**config.mk**
```make
export PLATFORM = sky130hd
export DESIGN_NAME = npu_bus_arbiter
export DESIGN_NICKNAME = d
export VERILOG_FILES = /design/src/rtl/npu_bus_arbiter.sv
export SDC_FILE = /design/constraint.sdc
export NUM_CORES = 1
export LEC_CHECK = 0
export CELL_PAD_IN_SITES_DETAIL_PLACEMENT = 1
export CELL_PAD_IN_SITES_GLOBAL_PLACEMENT = 2
export CORE_UTILIZATION = 32
export CTS_CLUSTER_SIZE = 10
export DETAILED_ROUTE_END_ITERATION = 7
export PLACE_DENSITY_LB_ADDON = 0.1
export SYNTH_ARGS = -nofsm -noshare
export SYNTH_HDL_FRONTEND = slang
export SYNTH_SLANG_ARGS = --single-unit
```
**constraint.sdc**
```tcl
create_clock -name clk -period 3.19 [get_ports clk]
set_input_delay 0.638 -clock clk [delete_from_list [all_inputs] [get_ports clk]]
set_output_delay 0.638 -clock clk [all_outputs]
set_load 0.05 [all_outputs]
```
**src/rtl/npu_bus_arbiter.sv**
```systemverilog
// npu_bus_arbiter: host-priority, round-robin PE bus arbiter with burst cap.
// Optional NPU_ARB_TURNAROUND_EN inserts a 1-cycle idle TURN on every handoff.
module npu_bus_arbiter #(
  parameter int NUM_REQ   = 8,
  parameter int ID_W      = 3,
  parameter int MAX_BURST = 16
) (
  input  logic               clk,
  input  logic               rst,
  input  logic               host_req,
  input  logic [NUM_REQ-1:0] req,
  input  logic [NUM_REQ-1:0] last,
  output logic [NUM_REQ-1:0] gnt,
  output logic               host_gnt,
  output logic               gnt_valid,
  output logic [ID_W-1:0]    gnt_id
);

  localparam int CW = $clog2(MAX_BURST);

  typedef enum logic [1:0] {
    IDLE     = 2'd0,
    OWN_PE   = 2'd1,
    OWN_HOST = 2'd2
`ifdef NPU_ARB_TURNAROUND_EN
    ,
    TURN     = 2'd3
`endif
  } state_t;

  state_t             state, state_d;
  logic [NUM_REQ-1:0] gnt_d;
  logic               host_gnt_d;
  logic [ID_W-1:0]    gnt_id_d;
  logic [CW-1:0]      beat_cnt, beat_cnt_d;
  logic [ID_W-1:0]    rr_ptr, rr_ptr_d;

  logic               pick_ok;
  logic [ID_W-1:0]    pick_id;
  logic [ID_W-1:0]    cand;
  logic               own_req;
  logic               beat;
  logic               at_cap;
  logic               rel;
  logic               arb;

  // Round-robin pick: first requesting PE at or after rr_ptr, with wrap.
  always_comb begin
    pick_ok = 1'b0;
    pick_id = '0;
    cand    = '0;
    for (int i = 0; i < NUM_REQ; i++) begin
      cand = rr_ptr + ID_W'(i);
      if (!pick_ok && req[cand]) begin
        pick_ok = 1'b1;
        pick_id = cand;
      end
    end
  end

  // Owner status: beat detection and release decision for this cycle.
  always_comb begin
    own_req = 1'b0;
    rel     = 1'b0;
    at_cap  = (beat_cnt == CW'(MAX_BURST - 1));
    unique case (state)
      OWN_PE: begin
        own_req = req[gnt_id];
        rel     = !own_req || last[gnt_id] || at_cap;
      end
      OWN_HOST: begin
        own_req = host_req;
        rel     = !own_req || at_cap;
      end
      default: begin
        own_req = 1'b0;
        rel     = 1'b0;
      end
    endcase
    beat = own_req;
  end

  // Next-state and next-grant logic; grants are decided here and registered.
  always_comb begin
    state_d    = state;
    gnt_d      = gnt;
    host_gnt_d = host_gnt;
    gnt_id_d   = gnt_id;
    beat_cnt_d = beat_cnt;
    rr_ptr_d   = rr_ptr;
    arb        = (state == IDLE);
`ifdef NPU_ARB_TURNAROUND_EN
    arb = arb || (state == TURN);
`else
    arb = arb || rel;
`endif
    if (beat) begin
      beat_cnt_d = beat_cnt + CW'(1);
    end
`ifdef NPU_ARB_TURNAROUND_EN
    if (rel) begin
      state_d    = TURN;
      gnt_d      = '0;
      host_gnt_d = 1'b0;
      gnt_id_d   = '0;
      beat_cnt_d = '0;
    end
`endif
    if (arb) begin
      state_d    = IDLE;
      gnt_d      = '0;
      host_gnt_d = 1'b0;
      gnt_id_d   = '0;
      beat_cnt_d = '0;
      if (host_req) begin
        state_d    = OWN_HOST;
        host_gnt_d = 1'b1;
      end else if (pick_ok) begin
        state_d  = OWN_PE;
        gnt_d    = NUM_REQ'(1) << pick_id;
        gnt_id_d = pick_id;
        rr_ptr_d = pick_id + ID_W'(1);
      end
    end
  end

  // Registered grants and arbitration state.
  always_ff @(posedge clk or negedge rst) begin
    if (!rst) begin
      state    <= IDLE;
      gnt      <= '0;
      host_gnt <= 1'b0;
      gnt_id   <= '0;
      beat_cnt <= '0;
      rr_ptr   <= '0;
    end else begin
      state    <= state_d;
      gnt      <= gnt_d;
      host_gnt <= host_gnt_d;
      gnt_id   <= gnt_id_d;
      beat_cnt <= beat_cnt_d;
      rr_ptr   <= rr_ptr_d;
    end
  end

  assign gnt_valid = (|gnt) | host_gnt;

`ifndef SYNTHESIS
  // Only one driver may ever be enabled on the bus.
  a_one_driver : assert property (
    @(posedge clk) disable iff (!rst) $onehot0({gnt, host_gnt})
  );
`endif

endmodule
```
-- Word level (Yosys, flattened, before mapping)
Cells that the tools add are included.
- output and inout bits: 13
- register bits: 21
- reductions and logical operators: 24
- add/sub/neg operators: 9
- shifts and indexed selects: 1
- equal/unequal tests: 3
- $lt $le $gt $ge: 9
- muxes and demuxes: 47
- bitwise logic cells: 2
- operators with widths (cell ; count):
    3-bit by 4-bit less-than comparator with 1-bit output, second input constant ; 9
    1-bit binary-select mux with 3-bit select ; 10
    3-bit two-way mux ; 10
    1-bit two-way mux ; 20
    8-bit two-way mux ; 2
    3-bit adder, second input constant ; 4
    1-bit zero test ; 9
    4-bit two-way mux ; 2
    8-bit OR reduction ; 1
    1-bit by 3-bit left shift with 8-bit output, first input constant ; 1
    1-bit logical AND ; 7
    3-bit by 1-bit adder with 3-bit output, second input constant ; 2
    3-bit by 2-bit adder with 3-bit output, second input constant ; 2
    4-bit by 1-bit adder with 4-bit output, second input constant ; 1
    4-bit == test, second input constant ; 1
    1-bit logical OR ; 4
    1-bit one-hot mux with 2 select lines ; 2
    3-bit AND reduction ; 1
    2-bit by 1-bit == test with 1-bit output, second input constant ; 1
    2-bit == test, second input constant ; 1
    2-bit zero test ; 1
    2-bit two-way mux ; 1
    2-bit nonzero test ; 1
    1-bit NOT ; 1
    1-bit bitwise OR ; 1

-- Depth between registers and ports, before layout
Gate-level depths: netlist of run 1.
- depth after elaboration: 27
- gate-level depth with buffers: 14

-- Least setup slack after synthesis of run 1
OpenSTA, ideal clock, no wires.
- kind: register -> register
- start point: register rr_ptr[0]
- end point: register rr_ptr[2]
- cell stages (with the launch flop): 14
- arrival: 3.290 ns
- setup slack: -0.227 ns
- clock period less this slack: 3.417 ns
- buffers on the path: 2
- data required time: 3.062 ns
- cell sequence: dfrtp_1 > buf_6 > buf_6 > inv_1 > ha_1 > mux4_2 > mux2i_1 > a32o_1 > nand2_1 > o311ai_1 > inv_1 > ha_1 > ha_1 > mux2_1
- cells in the longest elaborated chain, start to end: 25
- elaborated cells between the ends (all ways): 55
- classes of those cells: add/sub (8); mux (32); reduce/logical (15)
- ends and longest elaborated chain (item ; RTL line ; source):
    start, declared ; 36 ; logic [ID_W-1:0] rr_ptr, rr_ptr_d;
    start signal, assigned ; 142 ; rr_ptr <= rr_ptr_d;
    parallel branches: the longest is 25 deep, another holds 3-bit by 1-bit adder with 3-bit output ; -- ;
Parallel ways; which one is timed is not known. The select of a mux whose other input is x is not followed.
A chain may end at the register's enable or synchronous reset.

-- Final worst setup path of run 1
Ends and elaborated chain as after synthesis.

==> results of run 1 <==
==> worst paths after layout <==
kind	startpoint	slack (ns)	endpoint	depth (start not counted)
max	rr_ptr[0]$_DFFE_PN0P_	0.08	rr_ptr[2]$_DFFE_PN0P_	12
min	gnt[3]$_DFFE_PN0P_	0.53	gnt[3]$_DFFE_PN0P_	1
max reg2reg	rr_ptr[0]$_DFFE_PN0P_	0.08	rr_ptr[2]$_DFFE_PN0P_	12
min reg2reg	gnt[3]$_DFFE_PN0P_	0.53	gnt[3]$_DFFE_PN0P_	1
max in group asynchronous	rst	1.69	rr_ptr[0]$_DFFE_PN0P_	1
min in group asynchronous	rst	0.89	beat_cnt[0]$_DFFE_PN0P_	1
==> flip-flops by register name, summed over array words and instances (netlist names) <==
register	count
gnt	8
beat_cnt	4
gnt_id	3
rr_ptr	3
host_gnt	1
state	1
==> per-layer routing <==
metal | up-vias | GRT usage
met1 | 1050 | 0.2374
met3 | 13 | 0.006924
li1 | 971 | -
met4 | 0 | 0.08307
met5 | - | 0
met2 | 38 | 0.3785
==> metrics by stage <==
step           std cells  hold slack, ns  cell area [um2]  TNS [ns]  setup slack [ns]
6_report             362          0.5281             3173         0           0.08042
3_3_place_gp         350          0.4899             2959    -2.656           -0.3815
2_1_floorplan        196          0.3424             2202         0          0.004886
4_1_cts              355          0.5292             3062         0           0.02289
5_1_grt              362          0.5588             3173  -0.03817          -0.03817
3_5_place_dp         350          0.5121             2959    -4.184           -0.5173
==> worst reg2reg max path, cell delays in order, from the launching register on <==
cell	delay [ns]
dfrtp_2	0.44
inv_2	0.07
ha_4	0.30
mux4_2	0.51
mux2i_1	0.16
a32o_2	0.27
nand2_4	0.07
o211ai_1	0.27
o311ai_4	0.15
inv_1	0.10
ha_2	0.20
ha_4	0.19
mux2_4	0.25
==> repair_timing <==
action / in CTS / in global routing
setup buffers: 1 / 7
pin swaps: 5 / 6
gates resized for setup: 21 / 11
endpoints found under the setup margin: 9 / 5
==> final cells by class <==
type / count / area [um2]
Tap cell: 77 / 96.34
Sequential cell: 20 / 503.0
Timing Repair Buffer: 95 / 793.3
Inverter: 8 / 30.03
Clock buffer: 4 / 55.05
Fill cell: 716 / 3249
Multi-Input combinational cell: 158 / 1695
==> placed cells by master (no fill, tap or decap), types with 2 or more instances in the layout <==
master	count
o31a_1	2
and3_4	2
nor3b_1	2
inv_1	5
mux2i_1	10
nor2_1	2
ha_4	3
o211ai_1	4
buf_4	63
mux2i_2	3
o221a_1	2
and2_1	6
o2111ai_1	2
and2_4	2
a21boi_1	2
inv_2	3
xnor2_1	3
mux2i_4	2
clkdlybuf4s50_1	23
dlygate4sd2_1	8
a21boi_0	2
and3_1	4
nand3_1	2
ha_1	7
mux2_2	3
nand2_1	14
nor3_1	3
a32o_1	8
mux2_1	5
a22o_1	5
o21ai_0	3
a21oi_1	6
clkbuf_8	4
dfrtp_2	2
mux2_4	2
mux4_2	13
dfrtp_1	18
a21o_1	3
a31oi_1	2
==> kinds of logic (layout without fill, tap and decap cells) <==
group           count (synthesis)  in the layout
xor+xnor                        6              6
buf+inv                        18            107
mux                            39             39
compound gates                 59             59
flops                          20             20
fa+ha+maj                      11             11
simple gates                   43             43
==> impl_metrics.toml, run 1 <==
[logic_synthesis]
synth_ff_type = "dfrtp_1"
syn-cell-area_mm2 = 0.002142
synth_mux_area_frac = 0.2775
yosys.area_share.simple = 0.1116
async_flop_share = 1.000
yosysUniqueCellTypes = 57
yosys-top-cells-count = "20 x dfrtp_1, 15 x nand2_1, 14 x mux2i_1, 13 x mux4_2, 11 x ha_1"
synth_most_common_cell = "dfrtp_1"
synth_edf_count = 0
synth_area_leaders = "dfrtp_1 23%, mux4_2 14%, mux2i_1 6.5%"
yosysWarnings = 0
syn_area_per_cell_um2 = 10.93
synth-compound-area-share = 0.2360
synth_top_area_cell = "dfrtp_1"
syn_inst = 196
synth.top_cell.area_share = 0.2336
synthAdderAreaFrac = 0.06425
ys_ff_latch = 20
ys_seq_area_frac = 0.2336
synth-xor-area-share = 0.03329
synthesis.nets = 226
synth_top_family_by_area = "multiplexers"

[placed_design]
place.gp.congestion = 0.8579
place_hpwl_um = 5640
port_buffers = 31

[drt]
postRouteAntennaNets = 0
wl_met2_um = 3671
vias_per_cell = 5.724
met3WireLength_um = 151
met1Wirelength_um = 2920
wl_per_cell_um = 19.10
drt_pre_antenna_iters = 6
wl_um = 6916
vias = 2072
first_iter_violations = 31
remaining_drc_errors = 10
highest_layer = "met4"

[timing]
finalSetupViolations = 0
skew_ns = 0.0008767
rsz0062_at_grt = "true"
fin_crit_ns = 3.110
period_share = 0.9748
worst_pin_slew_ns = 0.9121
slew_headroom = 0.3900
hold_viol_final = 0
drv_slew = 0
fmax_mhz = 321.6

[critical_path]
cp_slowest_cell = "mux4_2"
cp.arrival_ns = 3.26
cp_max_fo = 5
path_class = "reg -> reg"
cp_slowest_stage_delay_ns = 0.51
path_buf_inv = 2
end_kind = "flop"
crit_chain = "inv_2 > ha_4 > mux4_2 > mux2i_1 > a32o_2 > nand2_4 > o211ai_1 > o311ai_4 > inv_1 > ha_2 > ha_4 > mux2_4"
critPathRequiredTime_ns = 3.34
crit_family = "multiplexers"
critPathLaunchType = "flop"
path_common_cell = "ha_4"

[global_routing]
track_usage = 0.2008
grt_pass1_wl_um = 11110
grt_pass1_vias = 2239
antenna_found_initial = 0
grt_max_degree = 21
grt_overflow = 0

[final_layout]
fin_nets = 316
areaGrowthSynthToFinish_pct = 48.13
layout-drive-gt1-share = 0.4175
antennaDiodeCount = 0
postLayoutCoreUtil = 0.4941

[cts]
h-tree-depth = 1
cts_tree = "done"
postCtsHoldBufs = 0
clock_path_buffers = 2
cts_buffers = 3
clk_pin_slew_ns = 0.07
clk_latency_ns = 0.26
cts.sinks = 20
cts_root_buf = "clkbuf_8"

[floorplan]
row_count = 29
coreArea_mm2 = 0.006422
dieWidth_um = 83.82
pin_count = 32
dieArea_mm2 = 0.007025
start_util = 0.3335
die_h_um = 83.82

[outcome]
status = "complete, but fails checks"
violations = "DRC"

[hold_path]
min_path_type = "reg -> reg"

[job]
drv_cap = 0
Power of run 1 is left out: the tool's default activity adds up to more than one toggle a clock period on the data nets, which glitch-free logic cannot reach.
==> inputs of run 2 (changes only) <==
--- a/config.mk
+++ b/config.mk
@@ -8,7 +8,7 @@
 export CELL_PAD_IN_SITES_DETAIL_PLACEMENT = 1
 export CELL_PAD_IN_SITES_GLOBAL_PLACEMENT = 2
 export CORE_UTILIZATION = 32
-export CTS_CLUSTER_SIZE = 10
+export CTS_CLUSTER_SIZE = 25
 export DETAILED_ROUTE_END_ITERATION = 7
 export PLACE_DENSITY_LB_ADDON = 0.1
 export SYNTH_ARGS = -nofsm -noshare
==> results of run 2 <==
The final DEF is identical to that of run 1; final timing and power are the same.
Power of run 2 is left out for the same reason.
==> inputs of run 3 (changes only) <==
--- a/config.mk
+++ b/config.mk
@@ -10,7 +10,7 @@
 export CORE_UTILIZATION = 32
 export CTS_CLUSTER_SIZE = 25
 export DETAILED_ROUTE_END_ITERATION = 7
-export PLACE_DENSITY_LB_ADDON = 0.1
+export PLACE_DENSITY_LB_ADDON = 0.15
 export SYNTH_ARGS = -nofsm -noshare
 export SYNTH_HDL_FRONTEND = slang
 export SYNTH_SLANG_ARGS = --single-unit
==> impl_metrics.toml, run 3 (synthesized netlist as in run 1, its figures left out) <==
[hold_path]
min_path_type = "reg -> reg"

[cts]
h-tree-depth = 1
cts_tree = "done"
clk_pin_slew_ns = 0.08
cts.sinks = 20
clock_path_buffers = 2
cts_root_buf = "clkbuf_8"
clk_latency_ns = 0.26
cts_buffers = 3
postCtsHoldBufs = 0

[global_routing]
grt_max_degree = 21
track_usage = 0.2193
grt_overflow = 0
grt_pass1_wl_um = 12190
antenna_found_initial = 0
grt_pass1_vias = 2241

[placed_design]
place.gp.congestion = 0.9529
port_buffers = 31
dp_slack_ns = -0.5184
place_hpwl_um = 5784

[critical_path]
cp_max_fo = 4
path_common_cell = "buf_4"
end_kind = "flop"
cp_slowest_stage_delay_ns = 0.50
cp_slowest_cell = "mux4_2"
cp.arrival_ns = 3.25
path_class = "reg -> reg"
critPathRequiredTime_ns = 3.34
critPathLaunchType = "flop"
crit_chain = "inv_2 > ha_4 > mux4_2 > mux2i_1 > a32o_2 > nand2_2 > buf_4 > o311ai_4 > inv_2 > buf_4 > buf_4 > ha_1 > a32o_1"

[floorplan]
row_count = 29
pin_count = 32
start_util = 0.3335
coreArea_mm2 = 0.006422
dieWidth_um = 83.82
dieArea_mm2 = 0.007025
die_h_um = 83.82

[final_layout]
seq_area_um2 = 504.2
fin_nets = 319
antennaDiodeCount = 0
largest_register = "gnt"
mostFrequentLayoutCells = "61 x buf_4, 23 x clkdlybuf4s50_1, 17 x dfrtp_1, 14 x nand2_1, 13 x mux4_2"
layout-drive-gt1-share = 0.4236
nFillCells = 711
layout_commonest_cell = "buf_4"
multiInputGateArea_mm2 = 0.001682
largest_register_ffs = 8
areaGrowthSynthToFinish_pct = 49.82
reg.largest.list = "gnt (8), beat_cnt (4)"
postLayoutCoreUtil = 0.4997

[drt]
highest_layer = "met4"
met3WireLength_um = 145
vias_per_cell = 5.781
postRouteAntennaNets = 0
wl_met2_um = 4087
remaining_drc_errors = 12
vias = 2110
wl_um = 7424
first_iter_violations = 76
drt_pre_antenna_iters = 6
met1Wirelength_um = 3161
wl_per_cell_um = 20.34

[timing]
hold_ws_ns = 0.5296
slew_headroom = 0.3729
hold_viol_final = 0
tns_ns = 0
fin_crit_ns = 3.100
skew_ns = 0.002973
setup_ws_ns = 0.09044
period_share = 0.9716
fmax_mhz = 322.6
drv_slew = 0
worst_pin_slew_ns = 0.9378
finalSetupViolations = 0

[outcome]
violations = "DRC"
status = "complete, but fails checks"

[job]
drv_cap = 0
[run 3: final timing paths]
check / to / slack (ns) / cells after the start / start
min: state[0]$_DFFE_PN0P_ / 0.53 / 1 / state[0]$_DFFE_PN0P_
min in group asynchronous: host_gnt$_DFFE_PN0P_ / 0.89 / 1 / rst
max reg2reg: gnt[2]$_DFFE_PN0P_ / 0.09 / 13 / rr_ptr[0]$_DFFE_PN0P_
max in group asynchronous: rr_ptr[1]$_DFFE_PN0P_ / 1.67 / 1 / rst
min reg2reg: state[0]$_DFFE_PN0P_ / 0.53 / 1 / state[0]$_DFFE_PN0P_
max: gnt[2]$_DFFE_PN0P_ / 0.09 / 13 / rr_ptr[0]$_DFFE_PN0P_
[run 3: layout make-up]
cell class              count  area share
well taps                  77     0.03002
clock buffers               3     0.01287
clock inverters             1    0.009357
flip-flops and latches     20      0.1571
multi-input cells         158      0.5240
repair buffers             98      0.2573
inverters                   8    0.009357
[run 3: through the flow]
| stage | instances | cell area [um2] |
|---|---|---|
| floorplan | 196 | 2202 |
| global placement | 351 | 2967 |
| detailed placement | 351 | 2967 |
| CTS | 358 | 3109 |
| global route | 365 | 3209 |
| finish | 365 | 3209 |
[run 3: repair_timing]
action | CTS | global route
endpoints found under the setup margin | 8 | 6
gates resized for setup | 25 | 13
pin swaps | 6 | 8
buffers inserted | 3 | 7
hold endpoints to repair | 0 | 0
[run 3: layer usage]
metal,global-route usage,vias up
met2,0.4173,35
met4,0.04389,0
met3,0.01385,2
li1,-,983
met1,0.2708,1090
met5,0,-
[run 3: worst max-delay path, delay by kind of cell (launching register included)]
| kind | cells | cell delay (ns) |
|---|---|---|
| muxes | 2 | 0.68 |
| buffers and inverters | 5 | 0.57 |
| adders and majority gates | 2 | 0.53 |
| and+or+nand+nor | 1 | 0.07 |
| DFF | 1 | 0.43 |
| AOI/OAI and AO/OA | 3 | 0.71 |
Power of run 3 is left out for the same reason.
==> edit 1, RTL diff (settings of run 3) <==
Re-encode `state_t` (3 states) as one-hot, 3 bits wide.
--- a/src/rtl/npu_bus_arbiter.sv
+++ b/src/rtl/npu_bus_arbiter.sv
@@ -20,6 +20,6 @@
 
-  typedef enum logic [1:0] {
-    IDLE     = 2'd0,
-    OWN_PE   = 2'd1,
-    OWN_HOST = 2'd2
+  typedef enum logic [2:0] {
+    IDLE     = 3'b001,
+    OWN_PE   = 3'b010,
+    OWN_HOST = 3'b100
 `ifdef NPU_ARB_TURNAROUND_EN
Formal check against the unedited RTL: same outputs for any inputs over 10 cycles, from zero or initial values and one cycle with rst low; not proved beyond that.
==> edit 1 against run 3 <==
Sequential cell count is 1 higher. Count of clock-buffer cells in the layout stayed put. Wire length is 12% higher. The flow still finishes with violations (design-rule violations). Core utilization is 3.3 points higher. Clock skew is 0.0019 ns lower. Worst setup slack worse by 0.084 ns. Design area is 12% higher. Sequential share of layout area is 1.0 points lower. Area after synthesis is 4.1% higher. Largest cell class unchanged. Cell count is 16% higher. Highest routed layer unchanged.
Power is not shown: default switching activity piles up to over one toggle a cycle in this logic, so the estimate is an artifact.
==> edit 1: results (changes against run 3) <==
stage	metric	value	unit	change
global_route	grt met1 use	33.9	%	was 27.1%
finish	Finished Layout Cells	424		was 365
worst_setup_path	Reg2Reg Depth	12		was 13
detailed_routing	Post-Route M1 WL	3.98	mm	was 3.16 mm
yosys	warnings from Yosys	0		unchanged
worst_setup_path	Data arrival, critical path	3.33	ns	was 3.25 ns
detailed_routing	Initial DRT Pass Iterations	6		unchanged
detailed_routing	WL met2	3.81	mm	was 4.09 mm
yosys	Syn Area/Cell	9.62	µm²	was 10.9 µm²
global_route	largest net degree at the start of global routing	22		was 21
global_route	gr usage total	22.3	%	was 21.9%
min_path	hold path start	gnt[0]		was state[0]
global_route	grt met2 use	34.3	%	was 41.7%
yosys	unique cell type count in the Yosys netlist	60		was 57
placement	RD Place Congestion	0.848		was 0.953
yosys	Synth top cells by count	nand2_1, dfrtp_1, nor2_1		was dfrtp_1, nand2_1, mux2i_1
placement	HPWL Detailed	5.90	mm	was 5.78 mm
worst_setup_path	reg2reg end	rr_ptr[2]		was gnt[2]
cts	post_cts resized	20		was 25
finish	fin nets	372		was 319
global_route	global-route wire length before repair	12.8	mm	was 12.2 mm
min_path	hold depth	2		was 1
yosys	async set-reset flop share out of synthesis	100	%	unchanged
min_path	type of the worst min-delay path	flip-flop to flip-flop		unchanged
timing	Slew headroom	31.6	%	was 37.3%
cts	CTS Buffer Depth	2		unchanged
timing	Setup WS post-layout	0.00595	ns	was 0.0904 ns
yosys	post-synthesis sequential area ratio	23.6	%	was 23.4%
min_path	WHS Endpoint	gnt[0]		was state[0]
finish	share of cells above drive strength 1	48.3	%	was 42.4%
yosys	top post-synthesis cells by area	dfrtp_1, mux4_2, mux2i_1		unchanged
detailed_routing	Detail Route met3 WL	382	µm	was 145 µm
yosys	Synth Net Count	259		was 226
finish	Multi-input gate area	1830	µm²	was 1680 µm²
run_status	status	finished with violations		unchanged
global_route	vias in the first global route	2435		was 2241
cts	Setup Buffers After CTS	5		was 3
timing	hold_ws	0.512	ns	was 0.530 ns
detailed_routing	DRT iter0 DRCs	113		was 76
finish	# fillers	748		was 711
cts	Clk Latency, worst-skew pair	0.26	ns	about the same
worst_setup_path	critical path fanouts, max	8		was 4
worst_setup_path	Worst R2R Setup Slack	0.006	ns	was 0.09 ns
detailed_routing	DR vias	2410		was 2110
placement	Setup Slack @ Placement	-0.525	ns	was -0.518 ns
placement	placed cell areas	3210	µm²	was 2970 µm²
global_route	met3 Use GR	3.27	%	was 1.38%
cts	total CTS buffers	3		unchanged
timing	Worst Skew	0.00104	ns	was 0.00297 ns
run_status	violated checks	design-rule violations		unchanged
global_route	antenna violations before repair	0		unchanged
placement	dpl cells	402		was 351
detailed_routing	detailed-route DRC error count	1		was 12
finish	top flop regs	gnt x8, beat_cnt x4		unchanged
cts	Root Driver	clkbuf_8		unchanged
detailed_routing	Routed WL	8.29	mm	was 7.42 mm
edit 1: cells by family (layout without fill, tap and decap cells):
family	after synthesis	after routing	synth area share (%)
simple gates	71	71	15.3
compound gates	61	61	22.0
mux	41	41	26.5
buf+inv	24	136	5.72
flops	21	21	23.6
fa+ha+maj	8	8	4.49
xor+xnor	6	6	2.36
edit 1: final cells by class:
| cell class | count | area share, % |
|---|---|---|
| tap | 80 | 2.78 |
| inverter | 13 | 1.43 |
| clock inverter | 1 | 0.139 |
| sequential | 21 | 14.7 |
| multi-input combinational | 187 | 51.0 |
| timing repair buffer | 119 | 28.8 |
| clock buffer | 3 | 1.15 |
edit 1: worst max-delay path: stages, from the launching register on:
cell and delay (ns):
dfrtp_2 0.47, buf_6 0.15, buf_12 0.14, buf_8 0.12, mux2i_4 0.18, mux4_2 0.50, nor2b_4 0.16, o32a_1 0.16
o22a_1 0.22, o31ai_4 0.29, ha_2 0.25, ha_4 0.19, mux2_4 0.24
==> edit 2, RTL diff (settings of run 3) <==
Made on the original files. The parameter `MAX_BURST` goes from 16 to 64.
--- a/src/rtl/npu_bus_arbiter.sv
+++ b/src/rtl/npu_bus_arbiter.sv
@@ -5,3 +5,3 @@
   parameter int ID_W      = 3,
-  parameter int MAX_BURST = 16
+  parameter int MAX_BURST = 64
 ) (
Check against the original RTL: same outputs for any inputs over 10 cycles, from zero or initial values and one cycle with rst low; that may be too few to reach the edited logic, so the function may still have changed.
==> edit 2 against run 3 <==
The run still ends with design-rule violations left. Sequential share of layout area up 0.52 points. Global-route usage down 1.4 points. Worst setup slack worse by 0.061 ns. Design area up 5.9%. Wire length down 5.2%. Area after synthesis up 3.9%. Sequential cell count up 2. Critical path type unchanged. Critical endpoint is now rr_ptr[2]. Largest cell class unchanged.
Power is not shown: default switching activity piles up to over one toggle a cycle in this logic, so the estimate is an artifact.
==> edit 2: results (changes against run 3) <==
stage	metric	value	unit	change
yosys	post-synthesis sequential area ratio	24.7	%	was 23.4%
global_route	largest net degree at the start of global routing	23		was 21
finish	fin nets	351		was 319
timing	Worst Skew	0.00602	ns	was 0.00297 ns
timing	Slew headroom	62.7	%	was 37.3%
finish	ANT cells	0		unchanged
detailed_routing	via/cell ratio	5.51		was 5.78
placement	RD Place Congestion	0.794		was 0.953
yosys	post-synthesis adder-cell area fraction	6.19	%	was 6.43%
yosys	Synth Area in XOR/XNOR	3.54	%	was 3.33%
yosys	unique cell type count in the Yosys netlist	52		was 57
worst_setup_path	Worst R2R Setup Slack	0.03	ns	was 0.09 ns
cts	total CTS buffers	3		unchanged
detailed_routing	detailed-route DRC error count	1		was 12
global_route	gr usage total	20.6	%	was 21.9%
timing	hold_ws	0.512	ns	was 0.530 ns
detailed_routing	Routed WL	7.04	mm	was 7.42 mm
cts	Root Driver	clkbuf_8		unchanged
worst_setup_path	Data arrival, critical path	3.32	ns	was 3.25 ns
cts	H-tree levels	1		unchanged
yosys	top post-synthesis cells by area	dfrtp_1, mux4_2, ha_1		was dfrtp_1, mux4_2, mux2i_1
worst_setup_path	critical path fanouts, max	6		was 4
placement	HPWL Detailed	5.36	mm	was 5.78 mm
yosys	Synth top cells by count	nand2_1, dfrtp_1, mux4_2		was dfrtp_1, nand2_1, mux2i_1
detailed_routing	DR vias	2205		was 2110
cts	hold buffers post-CTS	0		unchanged
yosys	Syn Area/Cell	10.1	µm²	was 10.9 µm²
yosys	Synth Net Count	251		was 226
yosys	async set-reset flop share out of synthesis	100	%	unchanged
finish	share of cells above drive strength 1	43.1	%	was 42.4%
detailed_routing	DRT iter0 DRCs	132		was 76
placement	placed cell areas	3060	µm²	was 2970 µm²
run_status	violated checks	design-rule violations		unchanged
cts	Clk Latency, worst-skew pair	0.27	ns	
global_route	global-route wire length before repair	11.7	mm	was 12.2 mm
run_status	status	finished with violations		unchanged
yosys	Compound-Gate Fraction of Synth Area	17.8	%	was 23.6%
placement	dpl cells	377		was 351
yosys	mux cell area share after synthesis	29.0	%	was 27.7%
finish	# fillers	768		was 711
finish	top flop regs	gnt x8, beat_cnt x6		was gnt x8, beat_cnt x4
[edit 2: cell count changes after synthesis, sizes merged, moves of 5 or more]
cell   change
a21oi      +8
a32o       -5
nand2     +11
nor2       +5
o21ai      +6
[edit 2: what timing repair did]
| action | 4_1_cts | 5_1_grt |
|---|---|---|
| cloned | 1 | 0 |
| hold endpoints to repair | 0 | 0 |
| setup endpoints to repair | 14 | 10 |
| gates resized for setup | 20 | 13 |
| setup buffers | 12 | 6 |
| pin swaps | 6 | 5 |
[edit 2: per-stage QoR]
step / utilization [%] / worst slack, ns
floorplan: - / -0.186
global placement: 45.2 / -0.461
detailed placement: 45.2 / -0.518
CTS: 48.8 / 0.00165
global route: 50.3 / -0.0935
finish: 50.3 / 0.0292
[edit 2: worst max-delay path, stage by stage (launching register included)]
cell and delay, ns:
dfrtp_2 0.45, buf_12 0.14, buf_16 0.12, buf_6 0.11, mux4_2 0.43, mux2_4 0.29
or2_4 0.26, o41a_1 0.43, a21oi_2 0.15, ha_2 0.22, ha_4 0.20, mux2_4 0.24
[edit 2: final timing paths]
check / start / endpoint / cells past startpoint
setup reg to reg: rr_ptr[0] / rr_ptr[2] / 11
max in group asynchronous: rst / rr_ptr[0] / 2
hold reg to reg: gnt[6] / gnt[6] / 2
setup / recovery: rr_ptr[0] / rr_ptr[2] / 11
hold / removal: gnt[6] / gnt[6] / 2
min in group asynchronous: rst / beat_cnt[4] / 2
[edit 2: cell type report]
class,instances,area share (%)
inverter,12,1.62
timing repair buffer,107,27.3
tap,80,2.94
multi-input combinational,175,49.8
clock buffer,3,1.21
clock inverter,1,0.883
sequential,22,16.2
[edit 2: metal layers]
layer	routed length [µm]	share of wire (%)	GRT usage [%]
met2	3350	48	33.0
met5	0	0	0
met1	3480	49	31.0
met3	209	3.0	2.92
met4	0	0	0.909
